===== config.mk =====
export PLATFORM = sky130hd
export DESIGN_NAME = serial_subtractor
export DESIGN_NICKNAME = d
export VERILOG_FILES = /design/src/rtl/serial_subtractor.sv
export SDC_FILE = /design/constraint.sdc
export NUM_CORES = 1
export LEC_CHECK = 0
export ABC_AREA = 1
export BUFFER_PORTS_ARGS = -buffer_cell sky130_fd_sc_hd__buf_2
export CELL_PAD_IN_SITES_DETAIL_PLACEMENT = 1
export CELL_PAD_IN_SITES_GLOBAL_PLACEMENT = 2
export CORE_MARGIN = 5
export CORE_UTILIZATION = 30
export DETAILED_ROUTE_END_ITERATION = 8
export GPL_TIMING_DRIVEN = 0
export PLACE_DENSITY_LB_ADDON = 0.1
export SYNTH_ARGS = -nofsm -noshare
export SYNTH_HDL_FRONTEND = slang
export SYNTH_SLANG_ARGS = --single-unit

===== constraint.sdc =====
create_clock -name clk -period 2.4 [get_ports clk]
set_input_delay 0 -clock clk [delete_from_list [all_inputs] [get_ports clk]]
set_output_delay 0 -clock clk [all_outputs]
set_load 0.01 [all_outputs]

===== src/rtl/serial_subtractor.sv =====
// Bit-serial WIDTH-bit subtractor (diff = a - b), one full-subtractor step per clock, LSB first.
// Define SERIAL_SUB_OVF_EN to add the two's-complement overflow output ovf.
module serial_subtractor #(
    parameter int unsigned WIDTH = 8
) (
    input  logic             clk,
    input  logic             rst_n,
    input  logic             start,
    input  logic [WIDTH-1:0] a,
    input  logic [WIDTH-1:0] b,
    output logic             busy,
    output logic             done,
    output logic [WIDTH-1:0] diff,
    output logic             borrow_out
`ifdef SERIAL_SUB_OVF_EN
    ,
    output logic             ovf
`endif
);

    localparam int unsigned CntW = $clog2(WIDTH + 1);
    localparam logic [CntW-1:0] LastStep = CntW'(WIDTH - 1);

    typedef enum logic [1:0] {
        StIdle,
        StShift,
        StDone
    } state_e;

    state_e           state_q, state_d;
    logic [WIDTH-1:0] a_sr_q, a_sr_d;
    logic [WIDTH-1:0] b_sr_q, b_sr_d;
    logic [WIDTH-1:0] res_sr_q, res_sr_d;
    logic [WIDTH-1:0] diff_q, diff_d;
    logic [CntW-1:0]  cnt_q, cnt_d;
    logic             borrow_q, borrow_d;
    logic             borrow_out_q, borrow_out_d;

    logic             x, y, d_bit, bout;
    logic [WIDTH:0]   res_ext;

    // One full-subtractor step on the current LSBs and the held borrow.
    always_comb begin
        x       = a_sr_q[0];
        y       = b_sr_q[0];
        d_bit   = x ^ y ^ borrow_q;
        bout    = (~x & y) | (~x & borrow_q) | (y & borrow_q);
        res_ext = {d_bit, res_sr_q};
    end

`ifdef SERIAL_SUB_OVF_EN
    logic ovf_q, ovf_d;
`endif

    always_comb begin
        state_d      = state_q;
        a_sr_d       = a_sr_q;
        b_sr_d       = b_sr_q;
        res_sr_d     = res_sr_q;
        diff_d       = diff_q;
        cnt_d        = cnt_q;
        borrow_d     = borrow_q;
        borrow_out_d = borrow_out_q;
`ifdef SERIAL_SUB_OVF_EN
        ovf_d        = ovf_q;
`endif
        unique case (state_q)
            StIdle: begin
                if (start) begin
                    a_sr_d   = a;
                    b_sr_d   = b;
                    res_sr_d = '0;
                    borrow_d = 1'b0;
                    cnt_d    = '0;
                    state_d  = StShift;
                end
            end
            StShift: begin
                a_sr_d   = a_sr_q >> 1;
                b_sr_d   = b_sr_q >> 1;
                res_sr_d = res_ext[WIDTH:1];
                borrow_d = bout;
                cnt_d    = cnt_q + CntW'(1);
                // diff is only written here so partial results never reach the output.
                if (cnt_q == LastStep) begin
                    diff_d       = res_ext[WIDTH:1];
                    borrow_out_d = bout;
`ifdef SERIAL_SUB_OVF_EN
                    ovf_d        = borrow_q ^ bout;
`endif
                    state_d      = StDone;
                end
            end
            StDone: begin
                state_d = StIdle;
            end
            default: begin
                state_d = StIdle;
            end
        endcase
    end

    always_ff @(posedge clk or negedge rst_n) begin
        if (!rst_n) begin
            state_q      <= StIdle;
            a_sr_q       <= '0;
            b_sr_q       <= '0;
            res_sr_q     <= '0;
            diff_q       <= '0;
            cnt_q        <= '0;
            borrow_q     <= 1'b0;
            borrow_out_q <= 1'b0;
        end else begin
            state_q      <= state_d;
            a_sr_q       <= a_sr_d;
            b_sr_q       <= b_sr_d;
            res_sr_q     <= res_sr_d;
            diff_q       <= diff_d;
            cnt_q        <= cnt_d;
            borrow_q     <= borrow_d;
            borrow_out_q <= borrow_out_d;
        end
    end

`ifdef SERIAL_SUB_OVF_EN
    always_ff @(posedge clk or negedge rst_n) begin
        if (!rst_n) begin
            ovf_q <= 1'b0;
        end else begin
            ovf_q <= ovf_d;
        end
    end

    assign ovf = ovf_q;
`endif

    assign busy       = (state_q == StShift);
    assign done       = (state_q == StDone);
    assign diff       = diff_q;
    assign borrow_out = borrow_out_q;

endmodule

==> metrics.md, run 1 <==
| Metric | Value |
|---|---|
| Fill count | `a little under 700` |
| Critical Path Start Type | `flop` |
| Max Used Layer | `met4` |
| Synth Net Count | `213` |
| Post-synthesis compound-gate area fraction | `approximately 1.3%` |
| Largest vdd supply drop | `0.382 mV` |
| Die X | `85.6 µm` |
| Synth Area in Simple Gates | `between 30% and 40%` |
| Crit share post-route | `a little under three fifths` |
| Worst-path fanout max | `9` |
| # clock sinks | `39` |
| Worst EP arrival | `between 1.5 and 2 ns` |
| Initial Util | `30.9%` |
| Worst R2R Setup Slack | `between 1 and 1.5 ns` |
| Worst relative slew slack | `approximately two fifths` |
| Area post-placement | `approximately 0.0019 mm²` |
| IO Port Bufs | `29` |
| I/O pin count | `30` |
| Hold Vio Cnt, Final | `0` |
| Design Area, Final | `0.00224 mm²` |
| Wirelength per Cell | `about 14 µm` |
| Power per cell area | `1200 mW/mm²` |
| Syn Inst Count | `approximately 190` |
| Core area | `~0.0055 mm²` |
| Antenna Cells | `0` |
| Syn. warnings | `0` |
| Final net count | `266` |
| Hold WS | `around 0.18 ns` |
| Die H | `between 80 and 90 µm` |
| DRT Pass-1 Iters | `4` |
| Initial antenna violation count | `0` |
| Routed vias/inst | `roughly 4.6` |
| Post-Syn Area | `0.00171 mm²` |
| Most common cell after layout, fill and taps aside | `nand2_1` |
| Status | `finished, final reports clean` |
| Clock Tree Buf Depth | `2` |
| WL met1 | `around 2.2 mm` |
| DPL Wire Length | `3.10 mm` |
| Unique cell type count in the Yosys netlist | `19` |
| Mux contribution to synthesized area | `0%` |
| Largest net degree at the start of global routing | `40` |
| Area of the multi-input gates | `between 600 and 700 µm²` |
| WL met3 | `between 150 and 200 µm` |
| Finish-stage setup viols | `0` |
| Min-Delay Path Class | `input port to flop` |
| Insertion delay to the later sink of the worst-skew pair | `0.29 ns` |
| Min Clock Period, post-route | `roughly 1.3 ns` |
| Post-route ant nets | `0` |
| Leakage | `roughly 1.1 nW` |
| Routability congestion estimate | `roughly 0.71` |
| Fmax | `approximately 750 MHz` |
| DRT iter0 DRCs | `58` |
| Num CTS Buffers | `5` |
| Die area | `0.00733 mm²` |
| DR vias | `1458` |
| Gr ovfl total | `0` |
| Row count | `27` |
| Main combinational cell family by area after synthesis | `simple AND/OR/NAND/NOR gates` |
| Final wirelength | `4.47 mm` |
| Seq/Total Area, Yosys | `~57%` |
| Sequential cell area | `a little under 0.001 mm²` |
| Syn Area/Cell | `8.93 µm²` |
| First-pass GRT wire length | `approximately 7.7 mm` |
| TritonCTS clock tree | `yes` |
| Metal2 WL | `~2.1 mm` |
| RSZ-0062 raised after global routing | `false` |
| Synth Register Bits | `39` |
| Setup TNS | `0 ns` |
| CTS root buf | `clkbuf_8` |
| Fin. max-slew vios | `0` |
| Share of layout cells above drive strength 1 | `between 20% and 30%` |
| Actual slew at the worst max-slew pin | `about 0.9 ns` |
| Req. time, crit path | `2.59 ns` |
| Setup CP Type | `flop to flop` |
| Max_cap viols | `0` |
| Vias in the first global route | `1593` |
| Setup bufs post-CTS | `0` |
| Post-CTS Resized | `0` |
| Area share of fa/ha/maj cells after synthesis | `under 10%` |
| Most frequent cells in the layout | `nand2_1, nand3_1, dfrtp_1` |
| Area Growth Syn to Fin | `30.5%` |
| Total GRT Usage | `a little over an eighth` |
| Drt drc | `0` |
| CTS H-tree lvls | `2` |
| Clock slew at reported path FFs | `about 0.080 ns` |
| Clock skew | `around 0.0064 ns` |
| Setup crit end kind | `flop` |
| Synth Area in XOR/XNOR | `0%` |
| Cts hold-fix bufs | `17` |
[routing by layer]
layer	GRT usage [%]	vias up
li1	-	723
met5	0	-
met4	3.02	0
met1	17.4	711
met3	2.98	2
met2	21.5	22
[registers in the layout, summed over array words and instances (netlist names)]
signal      cells
cnt_q           4
diff            8
b_sr_q          8
a_sr_q          8
res_sr_q        7
state_q         2
borrow_q        1
borrow_out      1
[synthesized netlist by cell type]
library cell	count	area share, %
buf_4	1	0.44
nand3_1	45	13
nor2_1	3	0.66
nand2_1	80	18
o21ai_0	1	0.29
buf_2	3	0.88
nand2_2	1	0.37
o21bai_1	1	0.44
inv_1	3	0.66
inv_2	1	0.22
nor2_4	2	1.3
o21ai_1	2	0.58
nand4_1	1	0.37
nand2_4	1	0.66
inv_4	1	0.37
dfrtp_1	39	57
buf_6	5	3.3
fa_1	1	1.2
ha_1	1	0.73
[power by group]
part	internal, mW	total (mW)	switching (mW)
sequential	0.941	1.14	0.197
combinational	0.389	0.969	0.580
clock	0.337	0.579	0.242
total	1.67	2.69	1.02
[final cells by class]
class                      instances  share of cell area, %
sequential                        39                   43.6
multi-input combinational        139                   28.5
timing repair buffer              46                   14.1
tap                               72                   4.03
clock buffer                       6                   3.69
buffer                             9                   3.52
clock inverter                     2                   1.57
inverter                           5                  0.951
[worst paths after layout]
| path | end | depth (start not counted) | startpoint |
|---|---|---|---|
| setup / recovery | diff[3]$_DFFE_PN0P_ | 6 | cnt_q[0]$_DFFE_PN0P_ |
| hold / removal | b_sr_q[0]$_DFFE_PN0P_ | 5 | start |
| setup reg to reg | diff[3]$_DFFE_PN0P_ | 6 | cnt_q[0]$_DFFE_PN0P_ |
| hold reg to reg | borrow_out$_DFFE_PN0P_ | 2 | borrow_out$_DFFE_PN0P_ |
| max in group asynchronous | b_sr_q[5]$_DFFE_PN0P_ | 2 | rst_n |
| min in group asynchronous | diff[4]$_DFFE_PN0P_ | 2 | rst_n |
[worst max-delay path, cell delays in order (launching register included)]
cell     delay, ns
dfrtp_1       0.42
ha_1          0.22
nand2_1       0.08
nor2_1        0.17
nand2_2       0.18
nand2_1       0.10
nand2_1       0.06
[cells by family (layout without fill, tap and decap cells)]
family | after synthesis | count (layout)
simple gates | 133 | 133
flops | 39 | 39
compound gates | 4 | 4
fa+ha+maj | 2 | 2
buf+inv | 14 | 68
[through the flow]
stage               util, %  total power, mW  worst slack, ns  std cells
floorplan                 -             1.77             1.25        192
global placement       35.2             2.07             1.11        293
detailed placement     35.2             2.12             1.07        293
CTS                    40.4             2.74             1.04        318
global route           40.4             2.91            0.939        318
finish                 40.4             2.69             1.07        318
(Power assumes the default switching activity.)
==> run 2, diff against run 1 <==
==> constraint.sdc (replaced) <==
create_clock -name clk -period 1.25 [get_ports clk]
set_input_delay 0 -clock clk [delete_from_list [all_inputs] [get_ports clk]]
set_output_delay 0 -clock clk [all_outputs]
set_load 0.01 [all_outputs]
==> run 2 against run 1 <==
Against the previous run:
- cell count increased by 2.8%
- sequential share of layout area shrank 2.2 points
- non-clock buffer count rose by 8
- die area did not move
- first-iteration DRC count down 21%
- worst setup slack worse by 1.1 ns
- critical path type unchanged
- critical endpoint is now diff[7]$_DFFE_PN0P_
- largest cell class unchanged
- highest routed layer unchanged
==> metrics.md, run 2 (synthesis gave the netlist of run 1 again) <==
| Metric | Value |
|---|---|
| Final net count | `275 (was 266)` |
| Max_cap viols | `0 (unchanged)` |
| Initial antenna violation count | `0 (unchanged)` |
| CTS root buf | `clkbuf_8 (unchanged)` |
| Fmax | `808 MHz (was 750 MHz)` |
| Num CTS Buffers | `5 (unchanged)` |
| Setup crit end kind | `flop (unchanged)` |
| # clock sinks | `39 (unchanged)` |
| Wirelength per Cell | `14.2 µm (was 14.0 µm)` |
| First-pass GRT wire length | `7.94 mm (was 7.66 mm)` |
| Actual slew at the worst max-slew pin | `0.895 ns (was 0.915 ns)` |
| Req. time, crit path | `1.44 ns (was 2.59 ns)` |
| Pre-CTS WS | `-0.0812 ns (was 1.07 ns)` |
| Routed vias/inst | `4.58 (about the same)` |
| Die area | `0.00733 mm² (unchanged)` |
| DPL Wire Length | `3.10 mm (unchanged)` |
| RSZ-0062 raised after global routing | `true (was false)` |
| Leakage | `1.21 nW (was 1.15 nW)` |
| FF-to-FF End | `diff[7]$_DFFE_PN0P_ (was diff[3]$_DFFE_PN0P_)` |
| DRT Pass-1 Iters | `4 (unchanged)` |
| Insertion delay to the later sink of the worst-skew pair | `0.29 ns (about the same)` |
| Antenna Cells | `0 (unchanged)` |
| DRT iter0 DRCs | `46 (was 58)` |
| Reg2Reg Depth | `4 (was 6)` |
| Initial Util | `30.9% (unchanged)` |
| I/O pin count | `30 (unchanged)` |
| Die X | `85.6 µm (unchanged)` |
| Min Clock Period, post-route | `1.24 ns (was 1.33 ns)` |
| Finish-stage setup viols | `0 (unchanged)` |
| Most frequent cells in the layout | `nand2_1, nand3_1, dfrtp_1 (unchanged)` |
| Largest net degree at the start of global routing | `40 (unchanged)` |
| Gr ovfl total | `0 (unchanged)` |
| Placed Instances | `293 (unchanged)` |
| Vias in the first global route | `1645 (was 1593)` |
| Clock slew at reported path FFs | `0.08 ns (about the same)` |
| Most common cell after layout, fill and taps aside | `nand2_1 (unchanged)` |
| Worst-path fanout max | `2 (was 9)` |
| Drt drc | `0 (unchanged)` |
| CTS H-tree lvls | `2 (unchanged)` |
| Total GRT Usage | `13.5% (was 13.0%)` |
| Setup CP Type | `flop to flop (unchanged)` |
| Crit share post-route | `99.0% (was 55.5%)` |
| Hold Vio Cnt, Final | `0 (unchanged)` |
| Final WS setup | `0.0124 ns (was 1.07 ns)` |
| Fin. max-slew vios | `0 (unchanged)` |
| Clock skew | `0.00785 ns (was 0.00645 ns)` |
| Largest vdd supply drop | `0.795 mV (was 0.382 mV)` |
| CP startpoint | `borrow_q$_DFFE_PN0P_ (was cnt_q[0]$_DFFE_PN0P_)` |
| Die H | `85.6 µm (unchanged)` |
| Routability congestion estimate | `0.714 (unchanged)` |
| IO Port Bufs | `29 (unchanged)` |
| Post-route ant nets | `0 (unchanged)` |
| Critical Path End | `diff[7]$_DFFE_PN0P_ (was diff[3]$_DFFE_PN0P_)` |
| Min-Delay Path Class | `input port to flop (unchanged)` |
| Fin cells | `327 (was 318)` |
| Share of layout cells above drive strength 1 | `26.3% (was 21.1%)` |
| Power per cell area | `2350 mW/mm² (was 1200 mW/mm²)` |
| Area Growth Syn to Fin | `37.7% (was 30.5%)` |
| Worst EP arrival | `1.43 ns (was 1.52 ns)` |
| Core area | `0.00554 mm² (unchanged)` |
| Worst relative slew slack | `40.3% (was 39.0%)` |
| Final wirelength | `4.65 mm (was 4.47 mm)` |
| Critical Path Start Type | `flop (unchanged)` |
| Status | `finished, final reports clean (unchanged)` |
| Row count | `27 (unchanged)` |
| Clock Tree Buf Depth | `2 (unchanged)` |
| Worst R2R Setup Slack | `0.01 ns (was 1.07 ns)` |
| DR vias | `1497 (was 1458)` |
| TritonCTS clock tree | `yes (unchanged)` |
| RR Startpoint | `borrow_q$_DFFE_PN0P_ (was cnt_q[0]$_DFFE_PN0P_)` |
==> run 2: changes by cell type in the layout (fill, tap and decap cells not counted), sizes merged <==
cell,change
buf,+8
nand2,+1
==> run 2: worst min-delay path by stage <==
stage / from / to / depth (start not counted)
3_3_place_gp: rst_n / diff[4]$_DFFE_PN0P_ / 1
5_1_grt: start / res_sr_q[7]$_DFFE_PN0P_ / 5
6_report: start / res_sr_q[7]$_DFFE_PN0P_ / 5
3_5_place_dp: rst_n / diff[4]$_DFFE_PN0P_ / 1
4_1_cts: start / res_sr_q[7]$_DFFE_PN0P_ / 5
2_1_floorplan: rst_n / a_sr_q[0]$_DFFE_PN0P_ / 0
==> run 2: area by class of cell <==
cell class | instances | area (µm²)
multi-input combinational | 140 | 672
timing repair buffer | 54 | 394
inverter | 5 | 26.3
fill | 687 | 3180
sequential | 39 | 977
clock buffer | 6 | 82.6
clock inverter | 2 | 35.0
tap | 72 | 90.1
buffer | 9 | 82.6
==> run 2: where the power goes <==
part | switching, mW | internal [mW]
combinational | 1.25 | 0.997
sequential | 0.380 | 1.81
clock | 0.463 | 0.646
total | 2.09 | 3.45
==> run 2: routing by layer <==
layer / up-vias / share of wire [%] / global-route usage [%]
li1: 742 / - / -
met1: 729 / 48 / 17.9
met2: 21 / 48 / 22.7
met3: 5 / 3.5 / 2.98
met4: 0 / 0.80 / 3.02
met5: - / 0 / 0
==> run 2: worst max-delay path, stage by stage, from the launching register on <==
cell	delay, ns
dfrtp_1	0.40
fa_1	0.58
inv_1	0.05
nand2_1	0.06
nand2_1	0.05
==> run 2: repair_timing <==
action	CTS	global route
pin swaps	3	3
hold buffers	17	0
setup endpoints to repair	11	11
hold endpoints to repair	55	0
gates cloned	1	0
gates resized for setup	8	6
setup buffers	5	3
==> run 2: per-stage QoR <==
stage	power (mW)	hold slack [ns]	util [%]	cell area [µm²]	setup TNS, ns
6_report	5.55	0.206	42.6	2360	0
5_1_grt	5.98	0.224	42.6	2360	-0.261
4_1_cts	5.44	0.251	41.6	2300	0
3_5_place_dp	4.07	0.187	35.2	1950	-0.630
3_3_place_gp	3.98	0.173	35.2	1950	-0.289
2_1_floorplan	3.39	-0.296	-	1710	0
